[src/rtl/knight_seq_if.sv]
`default_nettype none
// ============================================================================
// Module      : knight_seq_if
// Description : Host-side control and lamp-output bundle for knight_seq.
// Revision    : 1.0 - initial release
// ============================================================================
interface knight_seq_if #(
    parameter int WIDTH = 8,
    parameter int DIVW  = 4
);
    logic             start;
    logic             stop;
    logic [1:0]       mode;
    logic [DIVW-1:0]  div;
    logic [3:0]       passes;
    logic [WIDTH-1:0] out;
    logic             busy;
    logic             done;

    modport master (
        output start, stop, mode, div, passes,
        input  out, busy, done
    );

    modport slave (
        input  start, stop, mode, div, passes,
        output out, busy, done
    );
endinterface
`default_nettype wire

[src/rtl/knight_seq.sv]
`default_nettype none
// ============================================================================
// Module      : knight_seq
// Description : Started, counted and stoppable knight-scanner lamp sequencer.
// Revision    : 1.0 - initial release
// ============================================================================
module knight_seq #(
    parameter int WIDTH = 8,
    parameter int DIVW  = 4
) (
    input  logic        ck,
    input  logic        res,
    knight_seq_if.slave bus
);
    localparam int PW = (WIDTH > 1) ? $clog2(WIDTH) : 1;
    localparam logic [PW-1:0] c_LAST_POS    = PW'(WIDTH - 1);
    localparam logic [1:0]    c_MODE_ROTL   = 2'd1;
    localparam logic [1:0]    c_MODE_ROTR   = 2'd2;
    localparam logic [1:0]    c_MODE_TRAIL  = 2'd3;
    localparam logic          c_DIR_LEFT    = 1'b0;
    localparam logic          c_DIR_RIGHT   = 1'b1;

    typedef enum logic [0:0] {
        S_IDLE = 1'b0,
        S_RUN  = 1'b1
    } state_t;

    state_t           state_q,  state_d;
    logic [1:0]       mode_q,   mode_d;
    logic [DIVW-1:0]  div_q,    div_d;
    logic [DIVW-1:0]  presc_q,  presc_d;
    logic [3:0]       passes_q, passes_d;
    logic [3:0]       pcnt_q,   pcnt_d;
    logic [PW-1:0]    pos_q,    pos_d;
    logic [PW-1:0]    prev_q,   prev_d;
    logic             dir_q,    dir_d;
    logic [WIDTH-1:0] out_q,    out_d;
    logic             busy_q,   busy_d;
    logic             done_q,   done_d;

    logic [PW-1:0]    nxt_pos;
    logic             nxt_dir;
    logic             pass_end;
    logic [3:0]       pcnt_inc;
    logic             run_end;

    function automatic logic [WIDTH-1:0] lamp(input logic [PW-1:0] p);
        lamp = {{(WIDTH-1){1'b0}}, 1'b1} << p;
    endfunction

    // Position/direction one step ahead, and whether that step closes a pass.
    always_comb begin
        nxt_pos  = pos_q;
        nxt_dir  = dir_q;
        pass_end = 1'b0;
        case (mode_q)
            c_MODE_ROTL: begin
                if (pos_q == c_LAST_POS) begin
                    nxt_pos  = '0;
                    pass_end = 1'b1;
                end else begin
                    nxt_pos = pos_q + 1'b1;
                end
            end
            c_MODE_ROTR: begin
                if (pos_q == '0) begin
                    nxt_pos = c_LAST_POS;
                end else begin
                    nxt_pos  = pos_q - 1'b1;
                    pass_end = (nxt_pos == '0);
                end
            end
            default: begin
                if (dir_q == c_DIR_LEFT) begin
                    nxt_pos = pos_q + 1'b1;
                    if (nxt_pos == c_LAST_POS) begin
                        nxt_dir = c_DIR_RIGHT;
                    end
                end else begin
                    nxt_pos = pos_q - 1'b1;
                    if (nxt_pos == '0) begin
                        nxt_dir  = c_DIR_LEFT;
                        pass_end = 1'b1;
                    end
                end
            end
        endcase
    end

    assign pcnt_inc = pcnt_q + 4'd1;
    assign run_end  = pass_end && (passes_q != 4'd0) && (pcnt_inc == passes_q);

    always_comb begin
        state_d  = state_q;
        mode_d   = mode_q;
        div_d    = div_q;
        passes_d = passes_q;
        presc_d  = presc_q;
        pcnt_d   = pcnt_q;
        pos_d    = pos_q;
        prev_d   = prev_q;
        dir_d    = dir_q;
        out_d    = out_q;
        busy_d   = busy_q;
        done_d   = 1'b0;

        case (state_q)
            S_IDLE: begin
                out_d  = '0;
                busy_d = 1'b0;
                if (bus.start && !bus.stop) begin
                    state_d  = S_RUN;
                    mode_d   = bus.mode;
                    div_d    = bus.div;
                    passes_d = bus.passes;
                    presc_d  = '0;
                    pcnt_d   = '0;
                    pos_d    = '0;
                    prev_d   = '0;
                    dir_d    = c_DIR_LEFT;
                    out_d    = lamp('0);
                    busy_d   = 1'b1;
                end
            end
            default: begin
                if (bus.stop) begin
                    state_d = S_IDLE;
                    out_d   = '0;
                    busy_d  = 1'b0;
                end else if (presc_q == div_q) begin
                    presc_d = '0;
                    pos_d   = nxt_pos;
                    prev_d  = pos_q;
                    dir_d   = nxt_dir;
                    if (pass_end) begin
                        pcnt_d = pcnt_inc;
                    end
                    if (run_end) begin
                        // The closing position-0 lamp is deliberately never shown.
                        state_d = S_IDLE;
                        out_d   = '0;
                        busy_d  = 1'b0;
                        done_d  = 1'b1;
                    end else begin
                        out_d = lamp(nxt_pos)
                              | ((mode_q == c_MODE_TRAIL) ? lamp(pos_q) : '0);
                    end
                end else begin
                    presc_d = presc_q + 1'b1;
                end
            end
        endcase
    end

    always_ff @(posedge ck) begin
        if (res) begin
            state_q  <= S_IDLE;
            mode_q   <= '0;
            div_q    <= '0;
            passes_q <= '0;
            presc_q  <= '0;
            pcnt_q   <= '0;
            pos_q    <= '0;
            prev_q   <= '0;
            dir_q    <= c_DIR_LEFT;
            out_q    <= '0;
            busy_q   <= 1'b0;
            done_q   <= 1'b0;
        end else begin
            state_q  <= state_d;
            mode_q   <= mode_d;
            div_q    <= div_d;
            passes_q <= passes_d;
            presc_q  <= presc_d;
            pcnt_q   <= pcnt_d;
            pos_q    <= pos_d;
            prev_q   <= prev_d;
            dir_q    <= dir_d;
            out_q    <= out_d;
            busy_q   <= busy_d;
            done_q   <= done_d;
        end
    end

    assign bus.out  = out_q;
    assign bus.busy = busy_q;
    assign bus.done = done_q;
endmodule
`default_nettype wire

[src/flat_wrapper.sv]
// flat-port wrapper written by rule: the top's interface ports become plain ports
module knight_seq_flat 
#(
    parameter int WIDTH = 8,
    parameter int DIVW  = 4
)
  (ck, res, bus_start, bus_stop, bus_mode, bus_div, bus_passes, bus_out, bus_busy, bus_done);
  knight_seq_if #(.WIDTH(WIDTH), .DIVW(DIVW)) bus_i ();
  input  logic ck;
  input  logic res;
  input wire logic [$bits(bus_i.start)-1:0] bus_start;
  input wire logic [$bits(bus_i.stop)-1:0] bus_stop;
  input wire logic [$bits(bus_i.mode)-1:0] bus_mode;
  input wire logic [$bits(bus_i.div)-1:0] bus_div;
  input wire logic [$bits(bus_i.passes)-1:0] bus_passes;
  output wire logic [$bits(bus_i.out)-1:0] bus_out;
  output wire logic [$bits(bus_i.busy)-1:0] bus_busy;
  output wire logic [$bits(bus_i.done)-1:0] bus_done;
  assign bus_i.start = bus_start;
  assign bus_i.stop = bus_stop;
  assign bus_i.mode = bus_mode;
  assign bus_i.div = bus_div;
  assign bus_i.passes = bus_passes;
  assign bus_out = bus_i.out;
  assign bus_busy = bus_i.busy;
  assign bus_done = bus_i.done;
  knight_seq #(.WIDTH(WIDTH), .DIVW(DIVW)) u_core (.ck(ck), .res(res), .bus(bus_i));
endmodule
[config.mk]
export PLATFORM = sky130hd
export DESIGN_NAME = knight_seq_flat
export DESIGN_NICKNAME = d
export VERILOG_FILES = /design/src/rtl/knight_seq_if.sv /design/src/rtl/knight_seq.sv /design/src/flat_wrapper.sv
export SDC_FILE = /design/constraint.sdc
export NUM_CORES = 1
export LEC_CHECK = 0
export CAP_MARGIN = 10
export CORE_MARGIN = 4
export CORE_UTILIZATION = 25
export CTS_CLUSTER_DIAMETER = 40
export DETAILED_ROUTE_END_ITERATION = 7
export GPL_TIMING_DRIVEN = 0
export SLEW_MARGIN = 20
export SYNTH_ARGS = -nofsm -noshare
export SYNTH_HDL_FRONTEND = slang
export SYNTH_SLANG_ARGS = --single-unit
[constraint.sdc]
create_clock -name ck -period 2.48 [get_ports ck]
set_input_delay 0.496 -clock ck [delete_from_list [all_inputs] [get_ports ck]]
set_output_delay 0.496 -clock ck [all_outputs]
set_load 0.005 [all_outputs]
After elaboration in Yosys (flattened, before gate mapping). Index checks and enable logic that the tools add are counted.

Add/sub/neg operators: 4. Multiply operators: 0. Divide/modulo/power cells: 0. $lt $le $gt $ge: 0. Eq/ne operators: 13. Shift-type cells: 2. Mux-type cells: 45. Bitwise operators: 3. Reductions and logical operators: 16.

Operator list (number): $mux W8 (5); $mux W4 (8); $mux W1 (23); $mux W3 (7); $shl A1 B3 Y8 const A (2); $add A4 B1 Y4 const B (2); $eq A4 B4 Y1 (2); $ne A2 B2 Y1 const B (4); $or A8 B8 Y8 (1); $reduce_and A4 Y1 (2); $eq A3 B3 Y1 const B (2); $logic_not A3 Y1 (2); $ne A3 B3 Y1 const B (2); $pmux W3 S2 (1); $reduce_and A2 Y1 (3); $eq A2 B2 Y1 const B (2); $reduce_bool A4 Y1 (1); $reduce_or A4 Y1 (1); $add A3 B1 Y3 const B (1); $logic_and A1 B1 Y1 (3); $reduce_and A3 Y1 (1); $sub A3 B1 Y3 const B (1); $eq A2 B1 Y1 const B (1); $not A1 Y1 (2); 4 further kinds (4).

Bits in registers: 33. Latch bits: 0. RAM bits: 0. Bits in read-only memories: 0. Logic and storage cells: 94. Memories: 0.

Depth between registers and ports, before layout. Gate-level depths: netlist of run 1.

Depth in word-level cells: 11. Gate-level depth with buffers: 8. Depth with buffers taken out: 7.

Worst setup path after synthesis of run 1. No wires, ideal clock.

Path type: reg2reg. Start: register u_core.pos_q[0]. End: register u_core.pcnt_q[2]. Setup time: 0.074 ns. Arrival: 1.960 ns. Data required time: 2.406 ns. Setup slack: 0.445 ns. Cell stages (with the launch flop): 8. Clock period less this slack: 2.035 ns. Path through: dfxtp_1 -> inv_1 -> ha_1 -> nand4bb_1 -> o32ai_2 -> o2111ai_2 -> or3b_1 -> a31oi_1.

Cells in the longest elaborated chain, start to end: 7. Elaborated cells on any way between the ends: 11. Classes of those cells: 1 x add/sub; 2 x eq/ne; 5 x mux; 3 x reduce/logical.

RTL lines: start: declaration (RTL line knight_seq.sv:34) `logic [PW-1:0] pos_q, pos_d;`; start signal: assignment (RTL line knight_seq.sv:176) `pos_q <= pos_d;`; $sub A3 B1 Y3 (RTL line knight_seq.sv:69, knight_seq.sv:80); $logic_not A3 Y1 (RTL line knight_seq.sv:70, knight_seq.sv:81); $mux W1 (RTL line knight_seq.sv:81) `if (nxt_pos == '0) begin`; $mux W1 (RTL line knight_seq.sv:74) `if (dir_q == c_DIR_LEFT) begin`; $pmux W1 S2 (*) (RTL line knight_seq.sv:56) `case (mode_q)`; $ne A2 B2 Y1 (no source line) (*); $reduce_and A4 Y1 (no source line) (*); end signal: assignment (RTL line knight_seq.sv:175) `pcnt_q <= pcnt_d;`; end: declaration (RTL line knight_seq.sv:33) `logic [3:0] pcnt_q, pcnt_d;`.

Mark *: on every way between the ends. The rest lies on a longest branch, timed or not. A chain may end at the register's enable or synchronous reset.

Worst setup path in the final report of run 1. Ends and elaborated chain as after synthesis.

==> metrics.txt, run 1 <==
synthesized area per cell 8.39 um2; TritonCTS Sinks 33; synth warn 0; core footprint about 7300 um2; Max Freq between 400 and 500 MHz; nature of the critical path endpoint flip-flop; total grt overflow 0; largest net degree at the start of global routing 11; final hold violation count 0; cells resized by post-CTS repair 0; Final Instance Area approximately 2400 um2; Tmin final between 2 and 2.5 ns; Boundary Pins 24; max-slew violation count 0; Detail Route Antenna Nets 0; drt drc 0; Synth Flop Type dfxtp_1; Cell Rows 31; crit path launch type flip-flop; Clock Path Buffers 2; crit path DAT between 2 and 3 ns; die area 8970 um2; RePlAce Congestion 0.795; htree depth 2; fin crit share 0.954; Worst Clk Skew 0.0151 ns; ANT cells 0; DR pass1 iterations 4; clock-pin slew on the worst setup and hold paths 0.08 ns; worst hold margin ~0.47 ns; synthesized area 1880 um2; vias in the first global route 1661; register area share after synthesis 0.352; Die W about 95 um; DRT Wirelength 4640 um; hold_buf cts 0; Vias ~1700; TritonCTS Buffers 5; post-synth cell types 45; first-pass GRT wire length 7760 um; Util after Layout 0.325; dpl cell area roughly 2200 um2; post-synth net total approximately 250; Worst-Skew Late Latency 0.29 ns; kind of critical path flip-flop to flip-flop; CTS root buf clkbuf_8; routed vias/inst 4.91; Inst Count DP 346; synthesis-stage register bit count 33; Gate Count Post-Synth 224; CTS tree built; initial DRC count ~130; initial antenna violation count 0; number of port buffers 23; setup_tns 0 ns; nets@finish between 200 and 300; final setup fails 0; max-cap violations 0; peak supply drop 0.317 mV; commonest cells after routing, fill and taps aside nand2_1, dfxtp_1, clkdlybuf4s50_1; Crit Path Max Fanout 8; fillers 802; Worst Max-Slew Pin Slew 0.734 ns; area grow syn2layout 26.2%; post-route insts no fill 354; number of synthesized flops with an enable pin 0; hpwl dp roughly 3400 um; P_leak approximately 0.8 nW; WL/cell 13.1 um; worst endpoint required time 2.68 ns; Global Route Usage Sum 0.109; status completed; layout cell share with drive strength beyond 1 0.0627; initial core utilization 0.258; HP Class flip-flop to flip-flop; power density cells 516 nW/um2; Post-CTS Setup Bufs 0; Slew headroom 0.505; Post-synth ARST share 0; die height 94.7 um
[cell type report]
type / count / area, um2 / share of cell area
repair buffers: 23 / 230 / 0.0970
clock buffers: 7 / 86.3 / 0.0364
inverters: 10 / 37.5 / 0.0158
clock inverters: 1 / 30.0 / 0.0127
flip-flops and latches: 33 / 661 / 0.278
plain buffers: 9 / 43.8 / 0.0185
well taps: 99 / 124 / 0.0522
multi-input cells: 172 / 1160 / 0.489
[cell usage after synthesis (6+ instances only)]
| library cell | instances | area share |
|---|---|---|
| dfxtp_1 | 33 | 0.35 |
| or3_1 | 6 | 0.020 |
| a221oi_1 | 6 | 0.028 |
| xnor2_1 | 10 | 0.047 |
| o21ai_0 | 7 | 0.019 |
| nor2_1 | 10 | 0.020 |
| clkbuf_1 | 6 | 0.012 |
| a21oi_1 | 21 | 0.056 |
| ha_1 | 11 | 0.073 |
| nand2_1 | 33 | 0.066 |
| inv_1 | 10 | 0.020 |
| nand3_1 | 13 | 0.035 |
[power by group]
part           internal (mW)  switching (mW)  total, mW
registers              0.541          0.0101      0.552
logic                 0.0609          0.0859      0.147
clock network          0.328           0.198      0.526
total                  0.930           0.294       1.22
[worst max-delay path, stage by stage, from the launching register on]
cell       delay (ns)
dfxtp_1          0.43
inv_1            0.14
ha_1             0.29
nand4bb_1        0.26
o32ai_4          0.33
o2111ai_4        0.21
or3b_1           0.43
a31oi_1          0.17
[cells by family after synthesis]
logic type	Yosys count	synth area share
xor+xnor	15	0.0699
flops	33	0.352
compound gates	61	0.233
fa+ha+maj	11	0.0732
buf+inv	19	0.0433
simple gates	82	0.213
mux	3	0.0160
[state kept, by name, summed over array words and instances (netlist names)]
signal           cells
u_core.state_q       1
u_core.passes_q      4
u_core.pcnt_q        4
u_core.bus.busy      1
u_core.bus.done      1
u_core.dir_q         1
u_core.presc_q       4
u_core.div_q         4
u_core.pos_q         3
u_core.bus.out       8
u_core.mode_q        2
[worst paths after layout]
kind	depth (start not counted)	from	slack, ns	end
setup reg to reg	7	u_core.pos_q[0]	0.11	u_core.pcnt_q[2]
hold / removal	2	u_core.bus.out[0]	0.47	u_core.bus.out[0]
hold reg to reg	2	u_core.bus.out[0]	0.47	u_core.bus.out[0]
setup / recovery	7	u_core.pos_q[0]	0.11	u_core.pcnt_q[2]
[per-layer routing]
metal  global-route usage  up-vias  wire [um]
met5                    0        -          0
met4               0.0361        0         74
met3               0.0255        7        232
met2                0.191       42       2300
met1                0.129      817       2040
li1                     -      873          -
[per-stage QoR]
step | total power, mW | setup WS, ns
4_1_cts | 1.24 | 0.105
2_1_floorplan | 0.655 | 0.445
6_report | 1.22 | 0.114
5_1_grt | 1.28 | -0.0177
3_3_place_gp | 0.707 | 0.0882
3_5_place_dp | 0.709 | 0.0891
Note: power is estimated with default switching activity, not from simulation.
==> inputs of run 2 (changes only) <==
CORE_MARGIN = unset   (was 4)
==> metrics.txt, run 2 (synthesized netlist as in run 1, its figures left out) <==
status completed (unchanged); Boundary Pins 24 (unchanged); max-cap violations 0 (unchanged); vias in the first global route 1599 (was 1661); max-slew violation count 0 (unchanged); DRT Wirelength 4520 um (was 4640 um); Power Total 1.24 mW (was 1.22 mW); Critical Path Most Common Cell inv_1; initial core utilization 0.259 (was 0.258); Hold Crit Depth 2 (unchanged); RePlAce Congestion 0.853 (was 0.795); commonest cells after routing, fill and taps aside dfxtp_1, nand2_1, clkdlybuf4s50_1 (was nand2_1, dfxtp_1, clkdlybuf4s50_1); nets@finish 279 (unchanged); P_leak 0.798 nW (was 0.799 nW); ANT cells 0 (unchanged); FF-to-FF path depth 8 (was 7); fin crit share 0.925 (was 0.954); core footprint 7250 um2 (was 7290 um2); Die W 88.7 um (was 94.7 um); hold_buf cts 0 (unchanged); Hold EP u_core.div_q[0] (was u_core.bus.out[0]); Final Instance Area 2380 um2 (was 2370 um2); HP Class flip-flop to flip-flop (unchanged); final setup fails 0 (unchanged); Detail Route Antenna Nets 0 (unchanged); area grow syn2layout 26.6% (was 26.2%); Tmin final 2.29 ns (was 2.37 ns); Max Freq 436 MHz (was 423 MHz); Worst-Skew Late Latency 0.29 ns (about the same); setup_tns 0 ns (unchanged); most common cell after layout, fill and taps aside dfxtp_1; drt drc 0 (unchanged); Crit Path Max Fanout 9 (was 8); fillers 799 (was 802); routed vias/inst 4.83 (was 4.91); CP max stage cell dfxtp_1 (unchanged); initial DRC count 82 (was 126); worst-path cell chain inv_1, ha_1, buf_2, inv_1, a211o_1, a22o_1, or3_1, a221oi_2 (was inv_1, ha_1, nand4bb_1, o32ai_4, o2111ai_4, or3b_1, a31oi_1); worst r2r src u_core.mode_q[0] (was u_core.pos_q[0]); die area 7870 um2 (was 8970 um2); Global Route Usage Sum 0.125 (was 0.109); crit path launch type flip-flop (unchanged); max reg flops 8 (unchanged); layout cell share with drive strength beyond 1 0.0706 (was 0.0627); htree depth 2 (unchanged); DR pass1 iterations 4 (unchanged); hold_sp u_core.div_q[0] (was u_core.bus.out[0]); Util after Layout 0.328 (was 0.325); first-pass GRT wire length 7430 um (was 7760 um); nature of the critical path endpoint flip-flop (unchanged); largest net degree at the start of global routing 12 (was 11); RSZ-0062 raised after global routing no; hpwl dp 3290 um (was 3430 um); TritonCTS Sinks 33 (unchanged); peak supply drop 0.188 mV (was 0.317 mV); CTS root buf clkbuf_8 (unchanged); Slew headroom 0.555 (was 0.505); total grt overflow 0 (unchanged); worst r2r dst u_core.bus.out[2] (was u_core.pcnt_q[2]); Cell Rows 31 (unchanged); Clock Path Buffers 2 (unchanged); final hold violation count 0 (unchanged); number of port buffers 23 (unchanged); Worst Max-Slew Pin Slew 0.660 ns (was 0.734 ns); die height 88.7 um (was 94.7 um); dpl cell area 2230 um2 (unchanged); worst hold margin 0.470 ns (was 0.465 ns); power density cells 522 nW/um2 (was 516 nW/um2); clock-pin slew on the worst setup and hold paths 0.08 ns (about the same); WL/cell 12.8 um (was 13.1 um); CP max stage delay 0.41 ns (was 0.43 ns); initial antenna violation count 0 (unchanged); Worst Clk Skew 0.00837 ns (was 0.0151 ns); Crit. Startpoint u_core.mode_q[0] (was u_core.pos_q[0]); kind of critical path flip-flop to flip-flop (unchanged); worst endpoint required time 2.68 ns (about the same); CTS tree built (unchanged); crit path DAT 2.49 ns (was 2.57 ns); TritonCTS Buffers 5 (unchanged); Vias 1710 (was 1739); setup slack, reg-to-reg 0.19 ns (was 0.11 ns)
run 2: cell types whose count changed in the layout (fill, tap and decap cells not counted), sizes merged:
cell,before,now
clkinvlp,0,1
clkbuf,13,12
run 2: worst max path at each step:
stage | end | slack, ns
global placement | u_core.bus.out[5] | 0.09
finish | u_core.bus.out[2] | 0.19
CTS | u_core.pcnt_q[2] | 0.15
detailed placement | u_core.bus.out[5] | 0.11
floorplan | u_core.pcnt_q[2] | 0.45
global route | u_core.bus.out[6] | 0.006
run 2: layout make-up:
class,count,area (um2),area share
multi-input combinational,172,1160,0.489
inverter,10,37.5,0.0158
tap,99,124,0.0521
clock inverter,2,37.5,0.0158
timing repair buffer,23,230,0.0968
buffer,9,43.8,0.0184
clock buffer,6,82.6,0.0347
sequential,33,661,0.278
run 2: worst max-delay path: cells and delay by family, from the launching register on:
family	cells	cell delay (ns)
AOI/OAI and AO/OA	3	0.76
adders and majority gates	1	0.27
buffers and inverters	3	0.40
DFF	1	0.41
and+or+nand+nor	1	0.36
run 2: report_power, final:
part / leakage (nW) / switching [mW] / total (mW) / internal, mW
combinational: 0.474 / 0.0860 / 0.147 / 0.0609
sequential: 0.267 / 0.0104 / 0.552 / 0.541
clock: 0.0574 / 0.215 / 0.542 / 0.327
total: 0.798 / 0.311 / 1.24 / 0.929
run 2: metrics by stage:
stage / setup WS, ns / cells
floorplan: 0.445 / 224
global placement: 0.0892 / 346
detailed placement: 0.108 / 346
CTS: 0.148 / 354
global route: 0.00632 / 354
finish: 0.186 / 354
run 2: repair_timing:
item                                    in CTS  in global routing
resized for setup                            0                  4
endpoints found under the setup margin       0                  1
setup buffers                                0                  0
run 2: layer usage:
layer  wire, um  vias up  global-route usage
met5          0        -                   0
met4         76        0              0.0557
met3        246        7              0.0373
met2       1880       37               0.192
met1       2310      792               0.161
li1           -      874                   -
==> inputs of run 3 (changes only) <==
CAP_MARGIN = unset   (was 10)
==> results of run 3 <==
The final DEF is identical to that of run 2; final timing and power are the same.
